<file path="src/rtl/mem_arbiter_if.sv">
// Bus bundle between the memory arbiter, its two requesters (fetch, load/store buffer)
// and the byte-serial memory engine.
interface mem_arbiter_if;
  logic        if_en;
  logic [31:0] if_addr;
  logic        if_rdy;
  logic [31:0] if_data;

  logic        ls_en;
  logic [31:0] ls_addr;
  logic        ls_wr;
  logic [1:0]  ls_size;
  logic [31:0] ls_wdata;
  logic        ls_rdy;
  logic [31:0] ls_rdata;

  logic        m_en;
  logic [31:0] m_addr;
  logic        m_wr;
  logic [1:0]  m_size;
  logic [31:0] m_wdata;
  logic        m_rdy;
  logic [31:0] m_rdata;

  // Arbiter view: takes requests, drives responses and the engine request.
  modport slave (
    input  if_en, if_addr, ls_en, ls_addr, ls_wr, ls_size, ls_wdata, m_rdy, m_rdata,
    output if_rdy, if_data, ls_rdy, ls_rdata, m_en, m_addr, m_wr, m_size, m_wdata
  );

  // Requester/engine view.
  modport master (
    output if_en, if_addr, ls_en, ls_addr, ls_wr, ls_size, ls_wdata, m_rdy, m_rdata,
    input  if_rdy, if_data, ls_rdy, ls_rdata, m_en, m_addr, m_wr, m_size, m_wdata
  );
endinterface

</file>
<file path="src/rtl/mem_arbiter.sv">
// Shares the single memory-engine port between instruction fetch and the load/store buffer,
// with LSB priority, a fetch starvation cap, flush discard and IO-store back-pressure.
module mem_arbiter #(
  parameter int unsigned STARVE_LIMIT = 4,
  parameter logic [31:0] IO_BASE      = 32'h30000
) (
  input logic          clk_in,
  input logic          rst_in,
  input logic          rdy_in,
  input logic          flush,
  input logic          io_buffer_full,
  mem_arbiter_if.slave bus
);

  localparam int unsigned CNT_W = 4;
  localparam logic [CNT_W-1:0] CNT_MAX = '1;

  typedef enum logic [2:0] {
    IDLE    = 3'd0,
    IF_BUSY = 3'd1,
    LS_BUSY = 3'd2,
    IO_WAIT = 3'd3,
    RESP    = 3'd4
  } state_t;

  typedef struct packed {
    logic [31:0] addr;
    logic        wr;
    logic [1:0]  size;
    logic [31:0] wdata;
  } req_t;

  state_t           state_q, state_d;
  logic [CNT_W-1:0] starve_q, starve_d;
  logic             discard_q, discard_d;
  logic             cur_if_q, cur_if_d;
  req_t             req_q, req_d;
  logic             m_en_q, m_en_d;
  logic [31:0]      resp_q, resp_d;
  logic             if_rdy_q, if_rdy_d;
  logic             ls_rdy_q, ls_rdy_d;
  logic [31:0]      if_data_q, if_data_d;
  logic [31:0]      ls_rdata_q, ls_rdata_d;

  logic if_req, ls_req, ls_win, io_stall, pulse_busy, is_store;

  // Flush hides fetches and loads from arbitration; stores always proceed.
  assign if_req     = bus.if_en & ~flush;
  assign ls_req     = bus.ls_en & (bus.ls_wr | ~flush);
  assign ls_win     = ls_req & (~if_req | (starve_q < CNT_W'(STARVE_LIMIT)));
  assign io_stall   = bus.ls_wr & (bus.ls_addr >= IO_BASE) & io_buffer_full;
  assign pulse_busy = if_rdy_q | ls_rdy_q;
  assign is_store   = ~cur_if_q & req_q.wr;

  always_comb begin
    state_d    = state_q;
    starve_d   = starve_q;
    discard_d  = discard_q;
    cur_if_d   = cur_if_q;
    req_d      = req_q;
    m_en_d     = m_en_q;
    resp_d     = resp_q;
    if_rdy_d   = 1'b0;
    ls_rdy_d   = 1'b0;
    if_data_d  = if_data_q;
    ls_rdata_d = ls_rdata_q;

    case (state_q)
      IDLE: begin
        // The requester still holds en during its rdy cycle, so no grant then.
        if (!pulse_busy) begin
          if (ls_win) begin
            cur_if_d = 1'b0;
            req_d    = '{addr: bus.ls_addr, wr: bus.ls_wr, size: bus.ls_size, wdata: bus.ls_wdata};
            if (if_req && starve_q != CNT_MAX) starve_d = starve_q + CNT_W'(1);
            if (io_stall) begin
              state_d = IO_WAIT;
            end else begin
              state_d = LS_BUSY;
              m_en_d  = 1'b1;
            end
          end else if (if_req) begin
            cur_if_d = 1'b1;
            req_d    = '{addr: bus.if_addr, wr: 1'b0, size: 2'd2, wdata: 32'd0};
            starve_d = '0;
            state_d  = IF_BUSY;
            m_en_d   = 1'b1;
          end
        end
      end
      IO_WAIT: begin
        if (!io_buffer_full) begin
          state_d = LS_BUSY;
          m_en_d  = 1'b1;
        end
      end
      IF_BUSY, LS_BUSY: begin
        // The engine cannot be aborted; a flushed transfer finishes and is dropped.
        if (flush && !is_store) discard_d = 1'b1;
        if (bus.m_rdy) begin
          m_en_d = 1'b0;
          resp_d = bus.m_rdata;
          if ((discard_q || flush) && !is_store) begin
            state_d   = IDLE;
            discard_d = 1'b0;
          end else begin
            state_d = RESP;
          end
        end
      end
      RESP: begin
        state_d = IDLE;
        if (cur_if_q) begin
          if (!flush) begin
            if_rdy_d  = 1'b1;
            if_data_d = resp_q;
          end
        end else if (req_q.wr) begin
          ls_rdy_d = 1'b1;
        end else if (!flush) begin
          ls_rdy_d   = 1'b1;
          ls_rdata_d = resp_q;
        end
      end
      default: state_d = IDLE;
    endcase
  end

  always_ff @(posedge clk_in) begin
    if (rst_in) begin
      state_q    <= IDLE;
      starve_q   <= '0;
      discard_q  <= 1'b0;
      cur_if_q   <= 1'b0;
      req_q      <= '0;
      m_en_q     <= 1'b0;
      resp_q     <= '0;
      if_rdy_q   <= 1'b0;
      ls_rdy_q   <= 1'b0;
      if_data_q  <= '0;
      ls_rdata_q <= '0;
    end else if (rdy_in) begin
      state_q    <= state_d;
      starve_q   <= starve_d;
      discard_q  <= discard_d;
      cur_if_q   <= cur_if_d;
      req_q      <= req_d;
      m_en_q     <= m_en_d;
      resp_q     <= resp_d;
      if_rdy_q   <= if_rdy_d;
      ls_rdy_q   <= ls_rdy_d;
      if_data_q  <= if_data_d;
      ls_rdata_q <= ls_rdata_d;
    end
  end

  // A pulse caught by a freeze is masked and reappears once rdy_in returns.
  assign bus.if_rdy   = if_rdy_q & rdy_in;
  assign bus.ls_rdy   = ls_rdy_q & rdy_in;
  assign bus.if_data  = if_data_q;
  assign bus.ls_rdata = ls_rdata_q;
  assign bus.m_en     = m_en_q;
  assign bus.m_addr   = req_q.addr;
  assign bus.m_wr     = req_q.wr;
  assign bus.m_size   = req_q.size;
  assign bus.m_wdata  = req_q.wdata;

endmodule

</file>
<file path="src/flat_wrapper.sv">
// flat-port wrapper written by rule: the top's interface ports become plain ports
module mem_arbiter_flat 
#(
  parameter int unsigned STARVE_LIMIT = 4,
  parameter logic [31:0] IO_BASE      = 32'h30000
)
  (clk_in, rst_in, rdy_in, flush, io_buffer_full, bus_if_en, bus_if_addr, bus_ls_en, bus_ls_addr, bus_ls_wr, bus_ls_size, bus_ls_wdata, bus_m_rdy, bus_m_rdata, bus_if_rdy, bus_if_data, bus_ls_rdy, bus_ls_rdata, bus_m_en, bus_m_addr, bus_m_wr, bus_m_size, bus_m_wdata);
  mem_arbiter_if bus_i ();
  input logic clk_in;
  input logic rst_in;
  input logic rdy_in;
  input logic flush;
  input logic io_buffer_full;
  input wire logic [$bits(bus_i.if_en)-1:0] bus_if_en;
  input wire logic [$bits(bus_i.if_addr)-1:0] bus_if_addr;
  input wire logic [$bits(bus_i.ls_en)-1:0] bus_ls_en;
  input wire logic [$bits(bus_i.ls_addr)-1:0] bus_ls_addr;
  input wire logic [$bits(bus_i.ls_wr)-1:0] bus_ls_wr;
  input wire logic [$bits(bus_i.ls_size)-1:0] bus_ls_size;
  input wire logic [$bits(bus_i.ls_wdata)-1:0] bus_ls_wdata;
  input wire logic [$bits(bus_i.m_rdy)-1:0] bus_m_rdy;
  input wire logic [$bits(bus_i.m_rdata)-1:0] bus_m_rdata;
  output wire logic [$bits(bus_i.if_rdy)-1:0] bus_if_rdy;
  output wire logic [$bits(bus_i.if_data)-1:0] bus_if_data;
  output wire logic [$bits(bus_i.ls_rdy)-1:0] bus_ls_rdy;
  output wire logic [$bits(bus_i.ls_rdata)-1:0] bus_ls_rdata;
  output wire logic [$bits(bus_i.m_en)-1:0] bus_m_en;
  output wire logic [$bits(bus_i.m_addr)-1:0] bus_m_addr;
  output wire logic [$bits(bus_i.m_wr)-1:0] bus_m_wr;
  output wire logic [$bits(bus_i.m_size)-1:0] bus_m_size;
  output wire logic [$bits(bus_i.m_wdata)-1:0] bus_m_wdata;
  assign bus_i.if_en = bus_if_en;
  assign bus_i.if_addr = bus_if_addr;
  assign bus_i.ls_en = bus_ls_en;
  assign bus_i.ls_addr = bus_ls_addr;
  assign bus_i.ls_wr = bus_ls_wr;
  assign bus_i.ls_size = bus_ls_size;
  assign bus_i.ls_wdata = bus_ls_wdata;
  assign bus_i.m_rdy = bus_m_rdy;
  assign bus_i.m_rdata = bus_m_rdata;
  assign bus_if_rdy = bus_i.if_rdy;
  assign bus_if_data = bus_i.if_data;
  assign bus_ls_rdy = bus_i.ls_rdy;
  assign bus_ls_rdata = bus_i.ls_rdata;
  assign bus_m_en = bus_i.m_en;
  assign bus_m_addr = bus_i.m_addr;
  assign bus_m_wr = bus_i.m_wr;
  assign bus_m_size = bus_i.m_size;
  assign bus_m_wdata = bus_i.m_wdata;
  mem_arbiter #(.STARVE_LIMIT(STARVE_LIMIT), .IO_BASE(IO_BASE)) u_core (.clk_in(clk_in), .rst_in(rst_in), .rdy_in(rdy_in), .flush(flush), .io_buffer_full(io_buffer_full), .bus(bus_i));
endmodule
</file>
<file path="config.mk">
export PLATFORM = sky130hd
export DESIGN_NAME = mem_arbiter_flat
export DESIGN_NICKNAME = d
export VERILOG_FILES = /design/src/rtl/mem_arbiter_if.sv /design/src/rtl/mem_arbiter.sv /design/src/flat_wrapper.sv
export SDC_FILE = /design/constraint.sdc
export NUM_CORES = 1
export LEC_CHECK = 0
export ABC_CLOCK_PERIOD_IN_PS = 2800
export CAP_MARGIN = 20
export CORE_ASPECT_RATIO = 0.9
export CORE_MARGIN = 4
export CORE_UTILIZATION = 43
export DETAILED_ROUTE_END_ITERATION = 8
export GPL_TIMING_DRIVEN = 0
export HOLD_SLACK_MARGIN = 0.1
export PLACE_DENSITY = 0.82
export RECOVER_POWER = 25
export SYNTH_ARGS = -nofsm -noshare
export SYNTH_HDL_FRONTEND = slang
export SYNTH_SLANG_ARGS = --single-unit
</file>
<file path="constraint.sdc">
create_clock -name clk_in -period 2.8 [get_ports clk_in]
set_input_delay 0.28 -clock clk_in [delete_from_list [all_inputs] [get_ports clk_in]]
set_output_delay 0.28 -clock clk_in [all_outputs]
set_load 0.01 [all_outputs]
</file>
== Yosys cells after proc, flatten, opt, wreduce, memory -nomap -nowiden ==
Cells that the tools add are included.

* Register bits: 175
* Input bits: 139
* Output and inout bits: 134
* Word-level logic and storage cells: 91

* Add/subtract/negate cells: 1
* $lt $le $gt $ge: 2
* Eq/ne operators: 11
* Muxes and demuxes: 30
* Bitwise logic cells: 16
* Reduce and logical (&&, ||, !) cells: 17

{| class="wikitable"
|+ Operators with widths
! kind !! number
|-
| $mux 67 || 2
|-
| $ge 32x18->1 const B || 1
|-
| $mux 3 || 6
|-
| $mux 1 || 17
|-
| $reduce_and 5->1 || 3
|-
| $mux 4 || 3
|-
| $pmux 3 s3 || 1
|-
| $and 1x1->1 || 8
|-
| $ne 2x2->1 const B || 4
|-
| $reduce_and 4->1 || 2
|-
| $reduce_and 7->1 || 1
|-
| $eq 3x2->1 const B || 2
|-
| $not 1->1 || 5
|-
| $add 4x1->4 const B || 1
|-
| $lt 4x3->1 const B || 1
|-
| $ne 4x4->1 const B || 1
|-
| $eq 3x1->1 const B || 1
|-
| $eq 3x3->1 const B || 1
|-
| $logic_and 1x1->1 || 3
|-
| $logic_not 3->1 || 1
|-
| $ne 3x1->1 const B || 1
|-
| $ne 3x3->1 const B || 1
|-
| $or 1x1->1 || 3
|-
| $pmux 1 s3 || 1
|-
| 7 further kinds || 7
|}

== Longest topological paths before layout ==
* Depth after elaboration: 8
* Depth in mapped cells: 7
* Mapped depth without buffers: 4

== Worst setup path after synthesis ==
No wires, ideal clock.

* Path type: register to register
* Start: reg u_core.state_q[0]
* End: reg u_core.ls_rdata_q[11], in the netlist u_core.bus.ls_rdata[11]
* Library setup time: 132 ps
* Arrival: 1,797 ps
* Required time: 2,668 ps
* Path slack: 871 ps
* Stages on the path, launching flop included: 8
* Path buffers: 3
* Path through: dfxtp_1 buf_2 or3b_2 or4_1 clkbuf_1 buf_6 nand2_1 a21oi_1

* Cells in the longest elaborated chain, start to end: 2

{| class="wikitable"
|+ Ends and longest elaborated chain
! what !! line !! text
|-
| from (decl) || mem_arbiter.sv:33 || <nowiki>state_t state_q, state_d;</nowiki>
|-
| from (signal assigned) || mem_arbiter.sv:143 || <nowiki>state_q <= state_d;</nowiki>
|-
| $eq 3x3->1 || mem_arbiter.sv:68 || <nowiki>case (state_q)</nowiki>
|-
| $reduce_and 5->1 (no source line) || - ||
|-
| to (signal assigned) || mem_arbiter.sv:153 || <nowiki>ls_rdata_q <= ls_rdata_d;</nowiki>
|-
| to (decl) || mem_arbiter.sv:43 || <nowiki>logic [31:0] ls_rdata_q, ls_rdata_d;</nowiki>
|}

No other way between the ends.
A chain may end at the register's enable or synchronous reset.

== Final worst setup path ==
* Start: reg u_core.state_q[1]
* End: reg u_core.req_q (netlist bit u_core.bus.m_wdata[6])

* Cells in the longest elaborated chain, start to end: 2

{| class="wikitable"
|+ Ends and longest elaborated chain
! what !! line !! text
|-
| $logic_not 3->1 || mem_arbiter.sv:68 ||
|-
| $reduce_and 4->1 (no source line) || - ||
|-
| to (signal assigned) || mem_arbiter.sv:147 || <nowiki>req_q <= req_d;</nowiki>
|-
| to (decl) || mem_arbiter.sv:37 || <nowiki>req_t req_q, req_d;</nowiki>
|}

No other way between the ends.

==> metrics.csv <==
stage;metric;value;unit
run_status;status;finished, final reports clean;
timing;maxSlewViolCount;0;
clock_network;cts_setup_buffers;0;
logic_synthesis;ys_ff_latch;175;
logic_synthesis;yosys.area_share.simple;21.46;%
clock_network;clkTransAtPathRegs;0.06;ns
clock_network;clock_latency;0.42;ns
timing;setup_ws;0.5680;ns
drt;vias_per_cell;5.015;
place;portBuffers;271;
timing;setup_tns;0;ns
layout;antenna_cells;0;
setup_path;end_kind;flop;
logic_synthesis;syn_inst;807;
pwr;switchingPower;1422;uW
logic_synthesis;yosys_warnings;0;
logic_synthesis;synth_adder_area_share;0.1883;%
clock_network;htree_num_levels;4;
layout;n_fill_cell;1294;
drt;dr.first_iter.drc_count;290;
floorplan;io_pins;273;
floorplan;initial_utilization;44.53;%
timing;worst_pin_slew;0.6715;ns
floorplan;die_h;125.9;microns
pwr;p_leak;0.003859;uW
logic_synthesis;synth_top_family_by_area;simple AND/OR/NAND/NOR gates;
global_routing;grt_max_degree;17;
drt;route.vias.total;6555;
pwr;power_density;560.9;nW/um^2
clock_network;hold_buffers;0;
setup_path;required;3.15;ns
timing;rsz0062_at_grt;false;
logic_synthesis;synth_mux_area_share;5.120;%
floorplan;rows;42;
logic_synthesis;synth_edf_count;0;
drt;wl_per_cell;15.85;microns
timing;setup_viol_count_final;0;
logic_synthesis;synth_nets;947;
logic_synthesis;yosys.area_share.xor_xnor;0.1318;%
clock_network;post_cts_resize_count;0;
global_routing;grt_overflow;0;
timing;max_slew_margin;55.23;%
timing;post-route-min-period;2.232;ns
floorplan;die_area;17510;sq um
timing;finalCritPeriodShare;79.72;%
pwr;p_clk_share;39.8;%
logic_synthesis;synth_compound_area_share;16.23;%
drt;routed_wl;20720;microns
pwr;seq_power_share;46.3;%
clock_network;cts-root-buf;clkbuf_16;
layout;final_nets;1237;
place;place.gp.congestion;0.8400;
pwr;ir_drop;0.0005769;V
global_routing;grtUsageTotal;22.85;%
logic_synthesis;syn_area_per_cell;8.236;sq um
floorplan;fp.dieW;139.1;microns
setup_path;crit_path_start_kind;flop;
floorplan;coreArea;14920;sq um
place;post-dp-hpwl;15640;microns
place;dp_slack;0.2480;ns
drt;ant_nets;0;
setup_path;path_class;reg2reg;
logic_synthesis;ys_async_sr_fraction;0;%
logic_synthesis;synth-main-ff-cell;dfxtp_1;
timing;timing.clock.skew;0.01259;ns
logic_synthesis;synth_area;6646;sq um
min_path;hp-class;in2reg;
clock_network;cts_tree;built;
pwr;swShare;24.92;%
pwr;combPwrFrac;13.9;%
timing;max_freq;448.0;MHz
pwr;total_power;5706;uW
global_routing;grt_pass1_vias;6329;
clock_network;clock-sinks;175;
layout;stdcell_count;1307;
layout;drive_gt1_share;4.779;%
clock_network;cts.path.max_buffers;2;
job;drv_cap;0;
layout;final_util;68.16;%
timing;hold_viol_final;0;
pwr;p_int;4284;uW
setup_path;path_max_fanout;10;
setup_path;rrSetupSlack;0.57;ns
logic_synthesis;yosysSeqAreaShare;52.71;%
global_routing;antenna_found_initial;0;
setup_path;cp.arrival;2.58;ns
drt;dr.pass1.iters;5;
layout;area.growth.synth_to_final;53.05;%
global_routing;grt_pass1_wl;32520;microns
clock_network;cts_buffers;17;
logic_synthesis;ys_types;44;
place;dp_cells;1276;
drt;drc;0;
[routing by layer]
metal / routed length (microns) / up-vias / global-route usage (%)
met2: 9759 / 214 / 36.70
met5: 0 / - / 0
met3: 1492 / 34 / 7.392
met4: 527 / 0 / 7.998
met1: 8938 / 3006 / 29.11
li1: - / 3301 / -
[worst max-delay path, stage by stage, from the launching register on]
cell and delay [ns]:
dfxtp_1 0.30, clkbuf_1 0.18, or2_1 0.32, a2111oi_4 0.68
clkbuf_1 0.44, nand2_1 0.12, a21oi_1 0.13
[synthesized netlist by cell type (2+ instances only)]
cell type,number,area [sq um]
or4_1,2,15.01
nor2b_1,3,18.77
clkbuf_1,42,157.7
a21oi_1,134,670.6
and2_1,3,18.77
a211oi_1,34,255.2
o21ai_0,3,15.01
nor3_1,3,15.01
nor4_1,4,25.02
nand4_1,2,12.51
nor3b_1,3,22.52
and3_1,2,12.51
buf_6,3,33.78
nand2b_1,8,50.05
a41oi_1,2,17.52
nor2_1,40,150.1
o211ai_1,2,15.01
dfxtp_1,175,3503
nand3_1,4,20.02
or3_1,2,12.51
buf_2,14,70.07
mux2i_1,34,340.3
nand2_1,267,1002
[kinds of logic after synthesis]
| kind of cell | count (synthesis) |
|---|---|
| AOI/OAI and AO/OA | 185 |
| xor gates and xnor gates | 1 |
| adders and majority gates | 1 |
| buffers and inverters | 62 |
| DFF | 175 |
| muxes | 34 |
| and+or+nand+nor | 349 |
[state kept, by name (all words and copies together) (netlist names), 2 cells and up]
name,count
u_core.bus.m_size,2
u_core.resp_q,32
u_core.bus.if_data,32
u_core.state_q,3
u_core.bus.m_wdata,32
u_core.bus.ls_rdata,32
u_core.bus.m_addr,32
u_core.starve_q,4
[through the flow]
| stage | hold WS, ns | area (sq um) |
|---|---|---|
| 6_report | 0.3742 | 10170 |
| 5_1_grt | 0.3972 | 10170 |
| 4_1_cts | 0.3643 | 10170 |
| 3_5_place_dp | 0.4453 | 9607 |
| 3_3_place_gp | 0.4410 | 9607 |
| 2_1_floorplan | 0.4160 | 6646 |
[placed cells by master, fill, tap and decap left out, types with 4 or more instances in the layout]
master	instances
nand2_1	267
dfxtp_1	175
clkdlybuf4s50_1	194
a21oi_1	134
nand2b_1	8
buf_2	14
nand3_1	4
clkbuf_1	43
nor4_1	4
nor2_1	40
dlygate4sd3_1	77
clkinvlp_4	4
mux2i_1	34
clkbuf_16	17
a211oi_1	34
[path summary, 6_finish.rpt]
kind                                        startpoint                      to  cells past startpoint
worst max register to register       u_core.state_q[1]   u_core.bus.m_wdata[6]                      6
worst min register to register  u_core.bus.m_wdata[17]  u_core.bus.m_wdata[17]                      2
worst min-delay path                            rdy_in         u_core.ls_rdy_q                      3
worst max-delay path                 u_core.state_q[1]   u_core.bus.m_wdata[6]                      6
[cell type report]
| type | instances | area (sq um) | share of cell area [%] |
|---|---|---|---|
| Multi-Input combinational cell | 570 | 2867 | 28.18 |
| Sequential cell | 175 | 3503 | 34.44 |
| Buffer | 61 | 272.8 | 2.681 |
| Clock inverter | 11 | 108.9 | 1.070 |
| Clock buffer | 20 | 456.7 | 4.490 |
| Timing Repair Buffer | 271 | 2713 | 26.67 |
| Inverter | 1 | 3.754 | 0.03690 |
| Tap cell | 198 | 247.7 | 2.435 |
[power groups by stage]
stage	clock network [uW]	registers (uW)	logic, uW
after global routing	2410	2650	863
after global placement	0	2690	806
after floorplan	0	2730	310
final	2270	2640	796
after CTS	2300	2640	820
after detailed placement	0	2700	815
Power figures use the tool's default switching activity.
